**src/rtl/instr_fetch_unit.sv**
```systemverilog
// Instruction fetch front end: owns the PC, fetches one word per request from
// instruction memory and hands it to decode. When decode retires the word, the
// next PC is chosen from the jr / jump / branch / sequential controls.
module instr_fetch_unit #(
    parameter logic [31:0] RESET_PC = 32'h0000_0000
) (
    input  logic        clk,
    input  logic        reset,
    output logic        imem_req,
    output logic [31:0] imem_addr,
    input  logic        imem_ack,
    input  logic [31:0] imem_rdata,
    output logic [31:0] instr,
    output logic        instr_valid,
    input  logic        instr_ready,
    output logic [31:0] pc,
    output logic [31:0] pc_plus4,
    input  logic        beq,
    input  logic        bne,
    input  logic        jump,
    input  logic        jr,
    input  logic        alu_zero,
    input  logic [31:0] rs_data,
    output logic        misalign
);

    typedef enum logic [1:0] {
        S_IDLE  = 2'd0,
        S_FETCH = 2'd1,
        S_VALID = 2'd2
    } state_e;

    state_e      state_q, state_d;
    logic [31:0] pc_q, pc_d;
    logic [31:0] instr_q, instr_d;
    logic        misalign_q, misalign_d;
    logic        retire;
    logic        br_taken;
    logic [31:0] seq_pc;

    // Sign-extended word offset added to pc+4; wraps modulo 2^32.
    function automatic logic [31:0] branch_target(input logic [31:0] base,
                                                  input logic [15:0] imm);
        logic signed [31:0] offset;
        offset = {{14{imm[15]}}, imm, 2'b00};
        return base + $unsigned(offset);
    endfunction

    assign seq_pc   = pc_q + 32'd4;
    assign retire   = (state_q == S_VALID) && instr_ready;
    assign br_taken = (beq && alu_zero) || (bne && !alu_zero);

    // State register; an ack in the reset cycle is lost with the request.
    always_ff @(posedge clk) begin
        if (reset) begin
            state_q <= S_IDLE;
        end else begin
            state_q <= state_d;
        end
    end

    // Next-state logic: IDLE -> FETCH -> (ack) VALID -> (ready) FETCH.
    always_comb begin
        state_d = state_q;
        case (state_q)
            S_IDLE:  state_d = S_FETCH;
            S_FETCH: if (imem_ack) state_d = S_VALID;
            S_VALID: if (instr_ready) state_d = S_FETCH;
            default: state_d = S_IDLE;
        endcase
    end

    // Output decode from registered state only, so no input-to-output path.
    always_comb begin
        imem_req    = 1'b0;
        instr_valid = 1'b0;
        case (state_q)
            S_FETCH: imem_req    = 1'b1;
            S_VALID: instr_valid = 1'b1;
            default: ;
        endcase
    end

    // Next PC / captured word / misalign pulse; controls matter only on retire.
    always_comb begin
        pc_d       = pc_q;
        instr_d    = instr_q;
        misalign_d = 1'b0;
        if (state_q == S_FETCH && imem_ack) begin
            instr_d = imem_rdata;
        end
        if (retire) begin
            if (jr) begin
                pc_d       = {rs_data[31:2], 2'b00};
                misalign_d = |rs_data[1:0];
            end else if (jump) begin
                pc_d = {seq_pc[31:28], instr_q[25:0], 2'b00};
            end else if (br_taken) begin
                pc_d = branch_target(seq_pc, instr_q[15:0]);
            end else begin
                pc_d = seq_pc;
            end
        end
    end

    // Datapath registers.
    always_ff @(posedge clk) begin
        if (reset) begin
            pc_q       <= RESET_PC;
            instr_q    <= 32'h0;
            misalign_q <= 1'b0;
        end else begin
            pc_q       <= pc_d;
            instr_q    <= instr_d;
            misalign_q <= misalign_d;
        end
    end

    assign imem_addr = pc_q;
    assign pc        = pc_q;
    assign pc_plus4  = seq_pc;
    assign instr     = instr_q;
    assign misalign  = misalign_q;

endmodule

```
**config.mk**
```make
export PLATFORM = sky130hd
export DESIGN_NAME = instr_fetch_unit
export DESIGN_NICKNAME = d
export VERILOG_FILES = /design/src/rtl/instr_fetch_unit.sv
export SDC_FILE = /design/constraint.sdc
export NUM_CORES = 1
export LEC_CHECK = 0
export CORE_UTILIZATION = 46
export DETAILED_ROUTE_END_ITERATION = 7
export GPL_TIMING_DRIVEN = 0
export PLACE_DENSITY = 0.81
export SLEW_MARGIN = 20
export SYNTH_ARGS = -nofsm -noshare
export SYNTH_HDL_FRONTEND = slang
export SYNTH_SLANG_ARGS = --single-unit
```
**constraint.sdc**
```tcl
create_clock -name clk -period 3.5 [get_ports clk]
set_input_delay 0.7 -clock clk [delete_from_list [all_inputs] [get_ports clk]]
set_output_delay 0.7 -clock clk [all_outputs]
set_load 0.05 [all_outputs]
```
==> metrics.txt, run 1 <==
Post-synth top flop dfxtp_1; Setup TNS 0 ns; P_leak 3.66 nW; share of layout cells above drive strength 1 0.180; Initial Utilization 0.474; H-Tree Depth 3; Slew @ Worst Pin 1.22 ns; clk sink count 65; startpoint type of the worst setup path flop; RSZ-0062 raised after global routing yes; core box area 12000 um2; pins over their slew limit 0; post-DP HPWL 17700 um; crit path DAT 2.77 ns; clock latency on the worst-skew pair 0.35 ns; WL final 24200 um; Final nets 1115; Syn Area/Cell 7.30 um2; largest net degree at the start of global routing 24; top-area cell type share of the netlist area 0.229; hold wc startpoint instr[29]; Syn Std Cell Area 5690 um2; via count of the first global-routing pass 6625; Die W 113 um; Critical Path RT 2.80 ns; CTS tree yes; dominant cell type by area after synthesis dfxtp_1; Max-Cap Viols 0; Iter 0 DRT Violations 845; period utilization 0.992; worst reg2reg path depth 14; Root Driver clkbuf_16; Area growth, synth to finish 59.1%; routed len/inst 20.9 um; Setup crit end kind output pin; dpl ws -0.316 ns; Cell Pwr Density 269 nW/um2; final hold slack 0.457 ns; n_diodes 0; most common cell in the netlist nand2_1; Worst Hold Depth 2; Setup Viol. Count Final 0; post-synth cell types 74; outcome completed; Post-synth EDFFs 0; hold-fix buffers at CTS 0; post-synthesis async set-or-reset flop share 0; proportion of synthesized chip area in sequential cells 0.229; Hold Path End instr[29]; R2R Path End imem_addr[25]; initial antenna violation count 0; die area 12800 um2; Reg clk slew, reported paths 0.06 ns; Pre-Repair DR Iteration Count 6; CTS buffer count 9; Relative slew margins 0.182; count of final hold-check violations 0; post-synthesis register bit count 65; Synth area leaders dfxtp_1 23%, a21oi_1 8.3%, ha_1 7.9%, nand2_1 7.9%, buf_4 4.8%; Clock Skews 0.00851 ns; Post-synth top cells 119 x nand2_1, 94 x a21oi_1, 65 x dfxtp_1, 50 x nor2_1; I/O Buffers 196; DRC Markers 0; CTS max path bufs 2; first-pass GRT wire length 35900 um; Max Fclk 288 MHz; Die Y 113 um; GPL Wtd Cong 0.948; Syn Inst Count 779; post-route ant nets 0; setup ws final 0.0297 ns; routed vias 7193; Hold Path Class reg -> reg; vias per cell 6.22; worst reg2reg path startpoint imem_addr[2]; critical path peak fanout 4; Ports 204; gr usage total 0.370; remaining global-route overflow 0; warnings from Yosys 0; Layout Cells excl Fill 1157; peak supply drop 294 uV; row cnt 40; r2r setup slk 0.07 ns; CP Class reg -> out; DP Cell Count 1127; final worst path period need 3.47 ns
## worst max-delay path, cell delays in order, from the launching register on
cell	delay, ns
dfxtp_4	0.37
ha_4	0.17
nand4_1	0.17
or2_4	0.34
nor3_4	0.22
buf_4	0.16
and3_2	0.24
xor2_2	0.22
clkdlybuf4s15_1	0.53
## sequential cells by signal (all words and copies together) (netlist names)
register and cells:
state_q 2, misalign 1, imem_addr 30, instr 32
## logic make-up (layout without fill, tap and decap cells)
group	after synthesis	in the layout	share of synthesized area
adders and majority gates	37	37	0.0827
and+or+nand+nor	292	292	0.248
xor gates and xnor gates	48	48	0.0765
muxes	7	7	0.0125
AOI/OAI and AO/OA	241	241	0.269
other	1	6	0.000659
buffers and inverters	88	314	0.0820
DFF	65	65	0.229
## metrics by stage
stage           util  area, um2  total power, mW
3_3_place_gp   0.694       8330             1.44
6_report       0.754       9050             2.43
3_5_place_dp   0.694       8330             1.45
5_1_grt        0.754       9050             2.50
4_1_cts        0.728       8750             2.40
2_1_floorplan      -       6190             1.19
## worst max path at each step
stage                             start       endpoint  slack [ns]  depth (start not counted)
after detailed placement  imem_addr[10]  imem_addr[31]       -0.32                         12
after global routing       imem_addr[2]  imem_addr[31]       -0.05                         16
after global placement     imem_addr[4]  imem_addr[31]       -0.28                         12
after floorplan            imem_addr[2]  imem_addr[24]       -0.05                         11
final                      imem_addr[2]   pc_plus4[26]        0.03                          8
after CTS                  imem_addr[4]  imem_addr[30]       0.003                         15
## metal layers
layer / GRT usage / wire length [um]
met1: 0.475 / 9400
met2: 0.594 / 10900
met3: 0.0819 / 2840
met4: 0.162 / 994
met5: 0.0118 / 0
## cell type report
type / count / area [um2]
plain buffers: 73 / 418
clock buffers: 11 / 254
clock inverters: 5 / 60.1
fillers: 967 / 2960
inverters: 11 / 41.3
multi-input cells: 631 / 4650
flip-flops and latches: 65 / 1360
well taps: 147 / 184
repair buffers: 214 / 2080
## cell usage in the layout, fill, tap and decap left out, drive strengths merged, types with 26 or more instances in the layout
cell / Yosys / layout
a21oi: 94 / 94
buf: 40 / 60
clkbuf: 37 / 44
clkdlybuf4s50: 0 / 183
dfxtp: 65 / 65
ha: 36 / 36
nand2: 119 / 119
nand3: 30 / 30
nor2: 50 / 50
o21ai: 42 / 42
xnor2: 26 / 26
## repair_timing
item,CTS,global route
setup endpoints to repair,23,19
buffers inserted,9,9
gates resized for setup,20,58
pin swaps,7,22
cloned,0,0
## power breakdown
group | total, mW | switching, mW | internal [mW]
logic | 0.657 | 0.403 | 0.254
registers | 0.809 | 0.0499 | 0.759
clock network | 0.968 | 0.370 | 0.598
Note: power is estimated with default switching activity, not from simulation.
==> run 2: changes to the inputs <==
--- a/config.mk
+++ b/config.mk
@@ -7,6 +7,7 @@
 export LEC_CHECK = 0
 export CORE_UTILIZATION = 46
 export DETAILED_ROUTE_END_ITERATION = 7
+export GPL_ROUTABILITY_DRIVEN = 0
 export GPL_TIMING_DRIVEN = 0
 export PLACE_DENSITY = 0.81
 export SLEW_MARGIN = 20
==> run 2 against run 1 <==
Count of clock-buffer cells in the layout grew 2. Die area is the same. Non-clock buffer count grew 5. Wire length shrank 0.86%. Clock power grew 7%. Largest cell class unchanged. Highest routed layer unchanged.
==> metrics.txt, run 2 (synthesized netlist as in run 1, its figures left out) <==
outcome completed; clk sink count 65 (unchanged); Layout Cells excl Fill 1162 (+0.43%); critical path peak fanout 8 (+4); P_sw 0.811 mW (-1.4%); count of final hold-check violations 0 (unchanged); DP Cell Count 1127 (unchanged); Max Fclk 288 MHz (about the same); CTS max path bufs 2 (unchanged); routed len/inst 20.6 um (-1.3%); Placed Area 8330 um2 (unchanged); final worst path period need 3.47 ns (+0.00114 ns); post-route ant nets 0 (unchanged); Final nets 1120 (+0.45%); core box area 12000 um2 (unchanged); Slew @ Worst Pin 0.809 ns (-0.408 ns); routed vias 7087 (-1.5%); CTS tree yes; Cell Pwr Density 277 nW/um2 (+3.1%); Setup TNS 0 ns (unchanged); Max-Cap Viols 0 (unchanged); Initial Utilization 0.474 (unchanged); H-Tree Depth 3 (unchanged); die area 12800 um2 (unchanged); Largest register FFs 32 (unchanged); Iter 0 DRT Violations 839 (-0.71%); Pre-Repair DR Iteration Count 5 (-1); vias per cell 6.10 (-1.9%); Pint 1.69 mW (+4.8%); sequential power share 0.323 (-0.010); most frequent cells in the layout 183 x clkdlybuf4s50_1, 118 x nand2_1, 90 x a21oi_1; worst reg2reg path startpoint imem_addr[15]; DRC Markers 0 (unchanged); switch share 0.324 (-0.0134); Comb power frac 0.260 (-0.010); startpoint type of the worst setup path flop; fin util 0.751 (-0.00271); Setup crit start imem_addr[15]; hold wc startpoint instr[29]; Reg clk slew, reported paths 0.06 ns (about the same); Clock Skews 0.00687 ns (-0.00164 ns); CP Class reg -> reg; largest net degree at the start of global routing 24 (unchanged); Root Driver clkbuf_16; Ports 204 (unchanged); Die W 113 um (unchanged); crit path DAT 3.71 ns (+0.94 ns); RSZ-0062 raised after global routing yes; row cnt 40 (unchanged); period utilization 0.992 (about the same); I/O Buffers 196 (unchanged); CTS buffer count 9 (unchanged); peak supply drop 286 uV (-2.8%); initial antenna violation count 0 (unchanged); Clk network pwr share 0.417 (+0.019); clock latency on the worst-skew pair 0.35 ns (about the same); gr usage total 0.367 (-0.00238); share of layout cells above drive strength 1 0.175 (-0.00483); post-DP HPWL 17500 um (-1.0%); Die Y 113 um (unchanged); pins over their slew limit 0 (unchanged); remaining global-route overflow 0 (unchanged); Area growth, synth to finish 58.6%; Relative slew margins 0.458 (+0.275); WL final 24000 um (-0.86%); Critical Path RT 3.74 ns (+0.94 ns); via count of the first global-routing pass 6485 (-2.1%); commonest non-fill, non-tap cell in the layout clkdlybuf4s50_1; P_leak 3.71 nW (+1.3%); Setup Viol. Count Final 0 (unchanged); first-pass GRT wire length 35700 um (-0.65%); Setup crit end kind flop; post-route cell area 9020 um2 (-0.36%); n_diodes 0 (unchanged); Hold Path Class reg -> reg
[run 2: changes by cell type in the layout (fill, tap and decap cells not counted), sizes merged]
| cell | previous run | this run |
|---|---|---|
| buf | 60 | 64 |
| clkbuf | 44 | 46 |
| dlygate4sd2 | 8 | 9 |
| inv | 13 | 11 |
[run 2: final timing paths]
kind	endpoint	slack, ns	cells after the start
min reg2reg	instr[29]	0.45	2
max reg2reg	imem_addr[21]	0.03	12
max	imem_addr[21]	0.03	12
min	instr[29]	0.45	2
[run 2: cell type report]
type	count	area, um2
Clock buffer	13	304
Sequential cell	65	1360
Timing Repair Buffer	219	2120
Fill cell	924	2990
Buffer	73	414
Clock inverter	3	40.0
Tap cell	147	184
Multi-Input combinational cell	631	4550
Inverter	11	41.3
[run 2: routing by layer]
layer / global-route usage / up-vias / part of all wire
met5: 0 / - / 0
met1: 0.467 / 3244 / 0.40
li1: - / 3259 / -
met4: 0.170 / 0 / 0.041
met2: 0.582 / 491 / 0.45
met3: 0.0964 / 93 / 0.11
[run 2: critical path, cell delays in order (launching register included)]
cell	delay (ns)
dfxtp_2	0.51
nand4_1	0.20
nor4_4	0.35
nand3_1	0.23
xnor2_4	0.25
ha_1	0.37
a21oi_4	0.12
o21a_1	0.13
and4b_1	0.19
a22oi_2	0.38
xnor2_1	0.22
nand3_1	0.13
a32o_1	0.28
[run 2: through the flow]
step	worst slack (ns)	total power, mW	hold slack, ns
6_report	0.0285	2.50	0.453
5_1_grt	-0.0671	2.57	0.476
4_1_cts	0.00609	2.47	0.455
3_5_place_dp	-0.362	1.45	0.448
3_3_place_gp	-0.351	1.44	0.441
2_1_floorplan	-0.0519	1.19	0.505
[run 2: what timing repair did]
action,4_1_cts,5_1_grt
buffers inserted,8,15
pin swaps,4,24
hold buffers,0,0
endpoints found under the setup margin,25,20
gates resized for setup,26,34
[run 2: power groups by stage]
| stage | logic, mW | clock network [mW] | registers, mW |
|---|---|---|---|
| global placement | 0.619 | 0 | 0.822 |
| global route | 0.682 | 1.08 | 0.811 |
| CTS | 0.630 | 1.04 | 0.806 |
| finish | 0.650 | 1.04 | 0.808 |
| floorplan | 0.298 | 0 | 0.893 |
| detailed placement | 0.623 | 0 | 0.822 |
